<file path="src/rtl/mips_ctrl_pkg.sv">
// Shared encodings for the multi-cycle MIPS controller: opcodes, mux selects, state enum, control bundle.
// Latency: n/a (types and constants only).
// Backpressure: n/a.
package mips_ctrl_pkg;

    // Opcode field IR[31:26]
    localparam logic [5:0] OP_RTYPE = 6'd20;
    localparam logic [5:0] OP_LW    = 6'd35;
    localparam logic [5:0] OP_SW    = 6'd43;
    localparam logic [5:0] OP_ADDI  = 6'd8;
    localparam logic [5:0] OP_SUBI  = 6'd9;
    localparam logic [5:0] OP_BEQ   = 6'd4;
    localparam logic [5:0] OP_J     = 6'd2;

    // ALU operation select
    localparam logic [1:0] ALUOP_ADD   = 2'b00;
    localparam logic [1:0] ALUOP_SUB   = 2'b01;
    localparam logic [1:0] ALUOP_FUNCT = 2'b10;

    // ALU B operand select
    localparam logic [1:0] SRCB_RT     = 2'b00;
    localparam logic [1:0] SRCB_FOUR   = 2'b01;
    localparam logic [1:0] SRCB_IMM    = 2'b10;
    localparam logic [1:0] SRCB_IMM_SH = 2'b11;

    // PC source select
    localparam logic [1:0] PCSRC_ALU    = 2'b00;
    localparam logic [1:0] PCSRC_ALUOUT = 2'b01;
    localparam logic [1:0] PCSRC_JUMP   = 2'b10;

    typedef enum logic [3:0] {
        ST_IDLE      = 4'd0,
        ST_FETCH     = 4'd1,
        ST_DECODE    = 4'd2,
        ST_MEM_ADDR  = 4'd3,
        ST_MEM_READ  = 4'd4,
        ST_MEM_WB    = 4'd5,
        ST_MEM_WRITE = 4'd6,
        ST_R_EXEC    = 4'd7,
        ST_R_WB      = 4'd8,
        ST_I_EXEC    = 4'd9,
        ST_I_WB      = 4'd10,
        ST_BRANCH    = 4'd11,
        ST_JUMP      = 4'd12,
        ST_TRAP      = 4'd13
    } state_t;

    // Datapath control bundle produced by the output decoder
    typedef struct packed {
        logic       pc_write;
        logic       pc_write_cond;
        logic [1:0] pc_source;
        logic       iord;
        logic       mem_read;
        logic       mem_write;
        logic       ir_write;
        logic       mem_to_reg;
        logic [1:0] alu_op;
        logic       alu_src_a;
        logic [1:0] alu_src_b;
        logic       reg_write;
        logic       reg_dst;
        logic       instr_done;
        logic       illegal;
    } ctrl_t;

    function automatic logic is_known_op(input logic [5:0] op);
        logic known;
        case (op)
            OP_RTYPE, OP_LW, OP_SW, OP_ADDI, OP_SUBI, OP_BEQ, OP_J: known = 1'b1;
            default:                                                known = 1'b0;
        endcase
        return known;
    endfunction

endpackage

</file>
<file path="src/rtl/multicycle_ctrl_outdec.sv">
// Combinational control decoder: {state, op, mem_ready} -> datapath control bundle.
// Latency: 0 cycles (pure combinational).
// Backpressure: mem_ready gates the FETCH IR/PC loads and the MEM_WRITE completion pulse.
// Ports: state (current FSM state), op (opcode seen in this state), mem_ready, ctrl (control outputs).
// Macro MULTICYCLE_ILLEGAL_TRAP_EN: TRAP drives illegal; otherwise unknown opcodes complete in DECODE.
module multicycle_ctrl_outdec
    import mips_ctrl_pkg::*;
(
    input  state_t     state,
    input  logic [5:0] op,
    input  logic       mem_ready,
    output ctrl_t      ctrl
);

    always_comb begin
        ctrl = '0;
        case (state)
            ST_FETCH: begin
                ctrl.mem_read  = 1'b1;
                ctrl.iord      = 1'b0;
                ctrl.alu_src_a = 1'b0;
                ctrl.alu_src_b = SRCB_FOUR;
                ctrl.alu_op    = ALUOP_ADD;
                ctrl.pc_source = PCSRC_ALU;
                // IR and PC+4 load only in the cycle memory returns the word
                ctrl.ir_write  = mem_ready;
                ctrl.pc_write  = mem_ready;
            end
            ST_DECODE: begin
                ctrl.alu_src_a = 1'b0;
                ctrl.alu_src_b = SRCB_IMM_SH;
                ctrl.alu_op    = ALUOP_ADD;
`ifndef MULTICYCLE_ILLEGAL_TRAP_EN
                // Unknown opcode retires here as a NOP
                ctrl.instr_done = !is_known_op(op);
`endif
            end
            ST_MEM_ADDR: begin
                ctrl.alu_src_a = 1'b1;
                ctrl.alu_src_b = SRCB_IMM;
                ctrl.alu_op    = ALUOP_ADD;
            end
            ST_MEM_READ: begin
                ctrl.mem_read = 1'b1;
                ctrl.iord     = 1'b1;
            end
            ST_MEM_WB: begin
                ctrl.reg_dst    = 1'b1;
                ctrl.mem_to_reg = 1'b1;
                ctrl.reg_write  = 1'b1;
                ctrl.instr_done = 1'b1;
            end
            ST_MEM_WRITE: begin
                ctrl.mem_write  = 1'b1;
                ctrl.iord       = 1'b1;
                ctrl.instr_done = mem_ready;
            end
            ST_R_EXEC: begin
                ctrl.alu_src_a = 1'b1;
                ctrl.alu_src_b = SRCB_RT;
                ctrl.alu_op    = ALUOP_FUNCT;
            end
            ST_R_WB: begin
                ctrl.reg_dst    = 1'b0;
                ctrl.mem_to_reg = 1'b0;
                ctrl.reg_write  = 1'b1;
                ctrl.instr_done = 1'b1;
            end
            ST_I_EXEC: begin
                ctrl.alu_src_a = 1'b1;
                ctrl.alu_src_b = SRCB_IMM;
                ctrl.alu_op    = (op == OP_SUBI) ? ALUOP_SUB : ALUOP_ADD;
            end
            ST_I_WB: begin
                ctrl.reg_dst    = 1'b1;
                ctrl.reg_write  = 1'b1;
                ctrl.instr_done = 1'b1;
            end
            ST_BRANCH: begin
                ctrl.alu_src_a     = 1'b1;
                ctrl.alu_src_b     = SRCB_RT;
                ctrl.alu_op        = ALUOP_SUB;
                ctrl.pc_write_cond = 1'b1;
                ctrl.pc_source     = PCSRC_ALUOUT;
                ctrl.instr_done    = 1'b1;
            end
            ST_JUMP: begin
                ctrl.pc_write   = 1'b1;
                ctrl.pc_source  = PCSRC_JUMP;
                ctrl.instr_done = 1'b1;
            end
            ST_TRAP: begin
`ifdef MULTICYCLE_ILLEGAL_TRAP_EN
                ctrl.illegal = 1'b1;
`endif
            end
            default: ctrl = '0;
        endcase
    end

endmodule

</file>
<file path="src/rtl/multicycle_control.sv">
// Multi-cycle MIPS main controller: sequences fetch/decode/execute/memory/writeback on a shared datapath.
// Latency: lw 5, R/addi/subi/sw 4, beq/j 3 cycles with zero memory wait; +1 per mem_ready=0 cycle.
// Backpressure: FETCH/MEM_READ/MEM_WRITE stall on mem_ready; optional MEM_TIMEOUT aborts to IDLE with sticky mem_err.
// Ports: clk, rst_n (async active-low), run, op, mem_ready in; datapath selects/enables,
//        instr_done, mem_err, illegal, state_o out.
// Macro MULTICYCLE_ILLEGAL_TRAP_EN: unknown opcodes freeze in TRAP with illegal=1.
module multicycle_control
    import mips_ctrl_pkg::*;
#(
    parameter int unsigned MEM_TIMEOUT = 0  // 0 disables; must be <= 255
) (
    input  logic       clk,
    input  logic       rst_n,
    input  logic       run,
    input  logic [5:0] op,
    input  logic       mem_ready,
    output logic       pc_write,
    output logic       pc_write_cond,
    output logic [1:0] pc_source,
    output logic       iord,
    output logic       mem_read,
    output logic       mem_write,
    output logic       ir_write,
    output logic       mem_to_reg,
    output logic [1:0] alu_op,
    output logic       alu_src_a,
    output logic [1:0] alu_src_b,
    output logic       reg_write,
    output logic       reg_dst,
    output logic       instr_done,
    output logic       mem_err,
    output logic       illegal,
    output logic [3:0] state_o
);

    localparam logic [8:0] TMO_LIMIT = 9'(MEM_TIMEOUT);

    state_t     state_q,    state_d;
    logic [5:0] op_q,       op_d;
    logic [7:0] wait_cnt_q, wait_cnt_d;
    logic       mem_err_q,  mem_err_d;

    logic       is_wait;
    logic       tmo_hit;
    logic [5:0] op_cur;
    state_t     done_next;
    ctrl_t      ctrl;

    // IR holds the new opcode during DECODE only; afterwards the latched copy is authoritative
    assign op_cur    = (state_q == ST_DECODE) ? op : op_q;
    assign done_next = run ? ST_FETCH : ST_IDLE;

    assign is_wait = (state_q == ST_FETCH) || (state_q == ST_MEM_READ) || (state_q == ST_MEM_WRITE);
    // Abort in the cycle the counter would reach the limit; mem_ready in that cycle still wins
    assign tmo_hit = (TMO_LIMIT != 9'd0) && is_wait && !mem_ready &&
                     (({1'b0, wait_cnt_q} + 9'd1) == TMO_LIMIT);

    always_comb begin
        state_d = state_q;
        case (state_q)
            ST_IDLE:      if (run) state_d = ST_FETCH;
            ST_FETCH:     if (mem_ready) state_d = ST_DECODE;
                          else if (tmo_hit) state_d = ST_IDLE;
            ST_DECODE: begin
                case (op)
                    OP_LW, OP_SW:     state_d = ST_MEM_ADDR;
                    OP_RTYPE:         state_d = ST_R_EXEC;
                    OP_ADDI, OP_SUBI: state_d = ST_I_EXEC;
                    OP_BEQ:           state_d = ST_BRANCH;
                    OP_J:             state_d = ST_JUMP;
`ifdef MULTICYCLE_ILLEGAL_TRAP_EN
                    default:          state_d = ST_TRAP;
`else
                    default:          state_d = done_next;
`endif
                endcase
            end
            ST_MEM_ADDR:  state_d = (op_q == OP_LW) ? ST_MEM_READ : ST_MEM_WRITE;
            ST_MEM_READ:  if (mem_ready) state_d = ST_MEM_WB;
                          else if (tmo_hit) state_d = ST_IDLE;
            ST_MEM_WB:    state_d = done_next;
            ST_MEM_WRITE: if (mem_ready) state_d = done_next;
                          else if (tmo_hit) state_d = ST_IDLE;
            ST_R_EXEC:    state_d = ST_R_WB;
            ST_R_WB:      state_d = done_next;
            ST_I_EXEC:    state_d = ST_I_WB;
            ST_I_WB:      state_d = done_next;
            ST_BRANCH:    state_d = done_next;
            ST_JUMP:      state_d = done_next;
            ST_TRAP:      state_d = ST_TRAP;
            default:      state_d = ST_IDLE;
        endcase
    end

    always_comb begin
        op_d       = (state_q == ST_DECODE) ? op : op_q;
        mem_err_d  = mem_err_q | tmo_hit;
        wait_cnt_d = wait_cnt_q;
        // Clear on every state change so each access starts its own count
        if (!is_wait || (state_d != state_q)) begin
            wait_cnt_d = 8'd0;
        end else if (!mem_ready && (wait_cnt_q != 8'hFF)) begin
            wait_cnt_d = wait_cnt_q + 8'd1;
        end
    end

    always_ff @(posedge clk or negedge rst_n) begin
        if (!rst_n) begin
            state_q    <= ST_IDLE;
            op_q       <= 6'd0;
            wait_cnt_q <= 8'd0;
            mem_err_q  <= 1'b0;
        end else begin
            state_q    <= state_d;
            op_q       <= op_d;
            wait_cnt_q <= wait_cnt_d;
            mem_err_q  <= mem_err_d;
        end
    end

    multicycle_ctrl_outdec u_outdec (
        .state     (state_q),
        .op        (op_cur),
        .mem_ready (mem_ready),
        .ctrl      (ctrl)
    );

    assign pc_write      = ctrl.pc_write;
    assign pc_write_cond = ctrl.pc_write_cond;
    assign pc_source     = ctrl.pc_source;
    assign iord          = ctrl.iord;
    assign mem_read      = ctrl.mem_read;
    assign mem_write     = ctrl.mem_write;
    assign ir_write      = ctrl.ir_write;
    assign mem_to_reg    = ctrl.mem_to_reg;
    assign alu_op        = ctrl.alu_op;
    assign alu_src_a     = ctrl.alu_src_a;
    assign alu_src_b     = ctrl.alu_src_b;
    assign reg_write     = ctrl.reg_write;
    assign reg_dst       = ctrl.reg_dst;
    assign instr_done    = ctrl.instr_done;
    assign illegal       = ctrl.illegal;
    assign mem_err       = mem_err_q;
    assign state_o       = state_q;

endmodule

</file>
<file path="config.mk">
export PLATFORM = sky130hd
export DESIGN_NAME = multicycle_control
export DESIGN_NICKNAME = d
export VERILOG_FILES = /design/src/rtl/mips_ctrl_pkg.sv /design/src/rtl/multicycle_ctrl_outdec.sv /design/src/rtl/multicycle_control.sv
export SDC_FILE = /design/constraint.sdc
export NUM_CORES = 1
export LEC_CHECK = 0
export BUFFER_PORTS_ARGS = -buffer_cell sky130_fd_sc_hd__buf_2
export CAP_MARGIN = 40
export CORE_ASPECT_RATIO = 2
export CORE_MARGIN = 4
export CORE_UTILIZATION = 35
export DETAILED_ROUTE_END_ITERATION = 8
export PLACE_DENSITY_LB_ADDON = 0.08
export SLEW_MARGIN = 20
export SYNTH_ARGS = -nofsm -noshare
export SYNTH_HDL_FRONTEND = slang
export SYNTH_SLANG_ARGS = --single-unit
</file>
<file path="constraint.sdc">
create_clock -name clk -period 2.9 [get_ports clk]
set_clock_uncertainty 0.2 [all_clocks]
set_input_delay 0.145 -clock clk [delete_from_list [all_inputs] [get_ports clk]]
set_output_delay 0.145 -clock clk [all_outputs]
set_load 0.005 [all_outputs]
</file>
==> reports/results.txt <==
Int Power -> 599 uW
total via count after detailed routing -> 944
antenna-violating nets left -> 0
clk slew on worst S/H paths -> 0.05 ns
startpoint type of the worst setup path -> flop
number of antenna violations at the first check in global routing -> 0
category of the worst setup path capture point -> primary output
maximum number of buffers from clock root to sink -> 2
global route overflow -> 0
GRT Total Usage -> 15.6%
most frequently used cell type in the post-synthesis netlist -> nor2_1
final setup slack of the worst path -> 0.646 ns
first-pass GRT wire length -> 4310 um
die width -> 45.1 um
I/O pins -> 33
share of the yosys chip area belonging to registers -> 25.9%
area enclosed by the die boundary -> 3710 um^2
total setup violations reported at the end of the flow -> 0
power share of the clock group -> 17.0%
root buffer selected by CTS -> clkbuf_8
Worst Setup Slack post-DPL -> 0.887 ns
clock tree from TritonCTS -> built
Worst-Skew Late Latency -> 0.24 ns
Data required, critical path -> 2.56 ns
number of violations of the max-capacitance limit -> 0
Starting DRT DRC Count -> 22
main flop type after synthesis -> dfrtp_1
Avg Synthesized Cell Area -> 8.04 um^2
outcome -> finished, final reports clean
via count of the first global-routing pass -> 910
HPWL reported at the end of detailed placement -> 2040 um
time the worst path needs with I/O delays and setup -> 2.25 ns
switching part of the total power -> 41.9%
final max-slew violation count -> 0
setup TNS after final layout -> 0 ns
pwr/cell area -> 903 nW/um^2
number of diodes -> 0
number of storage elements in the synthesis netlist -> 10
number of fillers in the final layout -> 279
routed wire length -> 2610 um
initial core utilization -> 37.1%
post-synthesis cell type with the largest combined area -> dfrtp_1
RSZ-0062 raised after global routing -> false
cell types with the highest counts after synthesis -> nor2_1, dfrtp_1, nand2_1
share of power burned in registers -> 33.1%
synthesized instance count -> 120
fraction of final layout cells with drive strength greater than 1 -> 35.4%
Syn Std Cell Area -> 965 um^2
area added between synthesis and finish -> 18.4%
H-tree depth -> 1
synth unique cells -> 45
area of all placed cells without fillers -> 1140 um^2
sink count of the clock tree -> 10
Rows -> 26
Core Region -> 2600 um^2
HP Class -> primary input to flop
total cell area at the placement stage -> 1080 um^2
transition time of the tightest slew-check pin -> 0.645 ns
largest net degree at the start of global routing -> 22
Max-slew headroom -> 57.0%
detailed-route DRC error count -> 0
average vias per placed instance -> 5.49
die span in y -> 82.2 um
proportion of register bits with asynchronous set or reset after synthesis -> 100%
share of the clock period used by the worst path after layout -> 77.7%
worst setup path class -> flop to primary output
Syn. warnings -> 0
CP Data Arrival Time -> 1.91 ns
Leak -> 0.521 nW
final hold violation count -> 0
critical path peak fanout -> 20
IR Drop Worst-Case VDD -> 0.504 mV
RePlAce Congestion -> 0.860
Post-synth EDFFs -> 0
switching power total -> 432 uW
share of Yosys cell area claimed by the top area cell type -> 25.9%
post-layout utilization of the core -> 43.9%
number of detailed-routing iterations run before antenna repair -> 4
Net count, final -> 155
Buffers on Ports -> 30
Fmax achieved -> 444 MHz
total CTS buffers -> 3
Routed WL per cell -> 15.2 um
combinational cell fraction of total power -> 49.9%
leading post-synthesis cells by cell area -> dfrtp_1, mux2_2, nor2_1
-- flip-flops by register name, summed over array words and instances, names as in the netlist --
register,cells
state_o,4
op_q,6
-- through the flow --
stage / total power, mW / hold slack (ns) / cells
after floorplan: 0.698 / -0.351 / 121
after global placement: 0.864 / -0.175 / 167
after detailed placement: 0.864 / -0.172 / 167
after CTS: 1.05 / 0.0120 / 172
after global routing: 1.12 / 0.0291 / 172
final: 1.03 / 0.0155 / 172
-- worst max-delay path, stage by stage (launching register included) --
cell and delay (ns):
dfrtp_1 0.75, nand2b_4 0.15, nor3_4 0.32, o21ai_0 0.15, o22ai_1 0.17, buf_2 0.13
-- cell families (layout without fill, tap and decap cells) --
family / Yosys count / after routing / synth area share (%)
multiplexers: 7 / 7 / 8.56
other: 1 / 2 / 0.389
AND/OR/NAND/NOR: 54 / 54 / 32.4
buffers and inverters: 14 / 37 / 8.69
AO/OA/AOI/OAI: 31 / 31 / 21.3
XOR/XNOR: 3 / 3 / 2.72
flip-flops: 10 / 10 / 25.9
-- final timing paths --
check	endpoint	cells past startpoint	slack, ns	from
setup reg to reg	state_o[0]	5	0.93	state_o[0]
hold / removal	op_q[4]	2	0.02	op[4]
hold reg to reg	op_q[4]	1	0.30	op_q[4]
min in group asynchronous	op_q[1]	2	0.11	rst_n
setup / recovery	instr_done	5	0.65	state_o[1]
max in group asynchronous	op_q[3]	2	2.19	rst_n
-- power groups by stage --
| stage | combinational, mW | sequential (mW) | clock, mW |
|---|---|---|---|
| 2_1_floorplan | 0.457 | 0.240 | 0 |
| 3_3_place_gp | 0.525 | 0.338 | 0 |
| 3_5_place_dp | 0.523 | 0.342 | 0 |
| 4_1_cts | 0.526 | 0.339 | 0.181 |
| 5_1_grt | 0.582 | 0.356 | 0.187 |
| 6_report | 0.515 | 0.342 | 0.175 |
-- cell usage in the layout (no fill, tap or decap), types with 2 or more instances in the layout --
cell	netlist	routed
nand2b_1	6	6
a21o_2	2	2
nor3b_1	4	4
and3_1	2	2
a21oi_1	8	8
o21ai_0	6	6
nor3_1	7	7
conb_1	1	2
nor2_1	11	11
xor2_1	2	2
or2_2	2	2
mux2_2	6	6
nand2_1	9	9
clkbuf_8	0	4
a211oi_1	2	2
buf_2	6	30
a31oi_1	2	2
inv_1	2	2
dfrtp_1	10	10
o22ai_1	3	3
nand4_1	2	2
-- final cells by class --
cell class                 instances  area (um^2)  area share, %
tap                               28         35.0           3.07
multi-input combinational         97          634           55.5
clock buffer                       4         55.1           4.82
sequential                        10          250           21.9
inverter                           2         7.51          0.657
timing repair buffer              31          160           14.0
-- routing by layer --
| layer | up-vias | share of wire [%] | track usage [%] |
|---|---|---|---|
| met5 | - | 0 | 0 |
| met4 | 0 | 1.7 | 5.28 |
| met3 | 7 | 5.6 | 3.04 |
| met2 | 33 | 53 | 27.8 |
| met1 | 427 | 40 | 17.8 |
| li1 | 477 | - | - |
-- repair_timing --
action,in CTS,in global routing
buffers inserted,0,0
gates resized for setup,0,0
endpoints found under the hold margin,10,0
hold buffers,1,0
No activity file was read; power rests on OpenSTA's default activity.
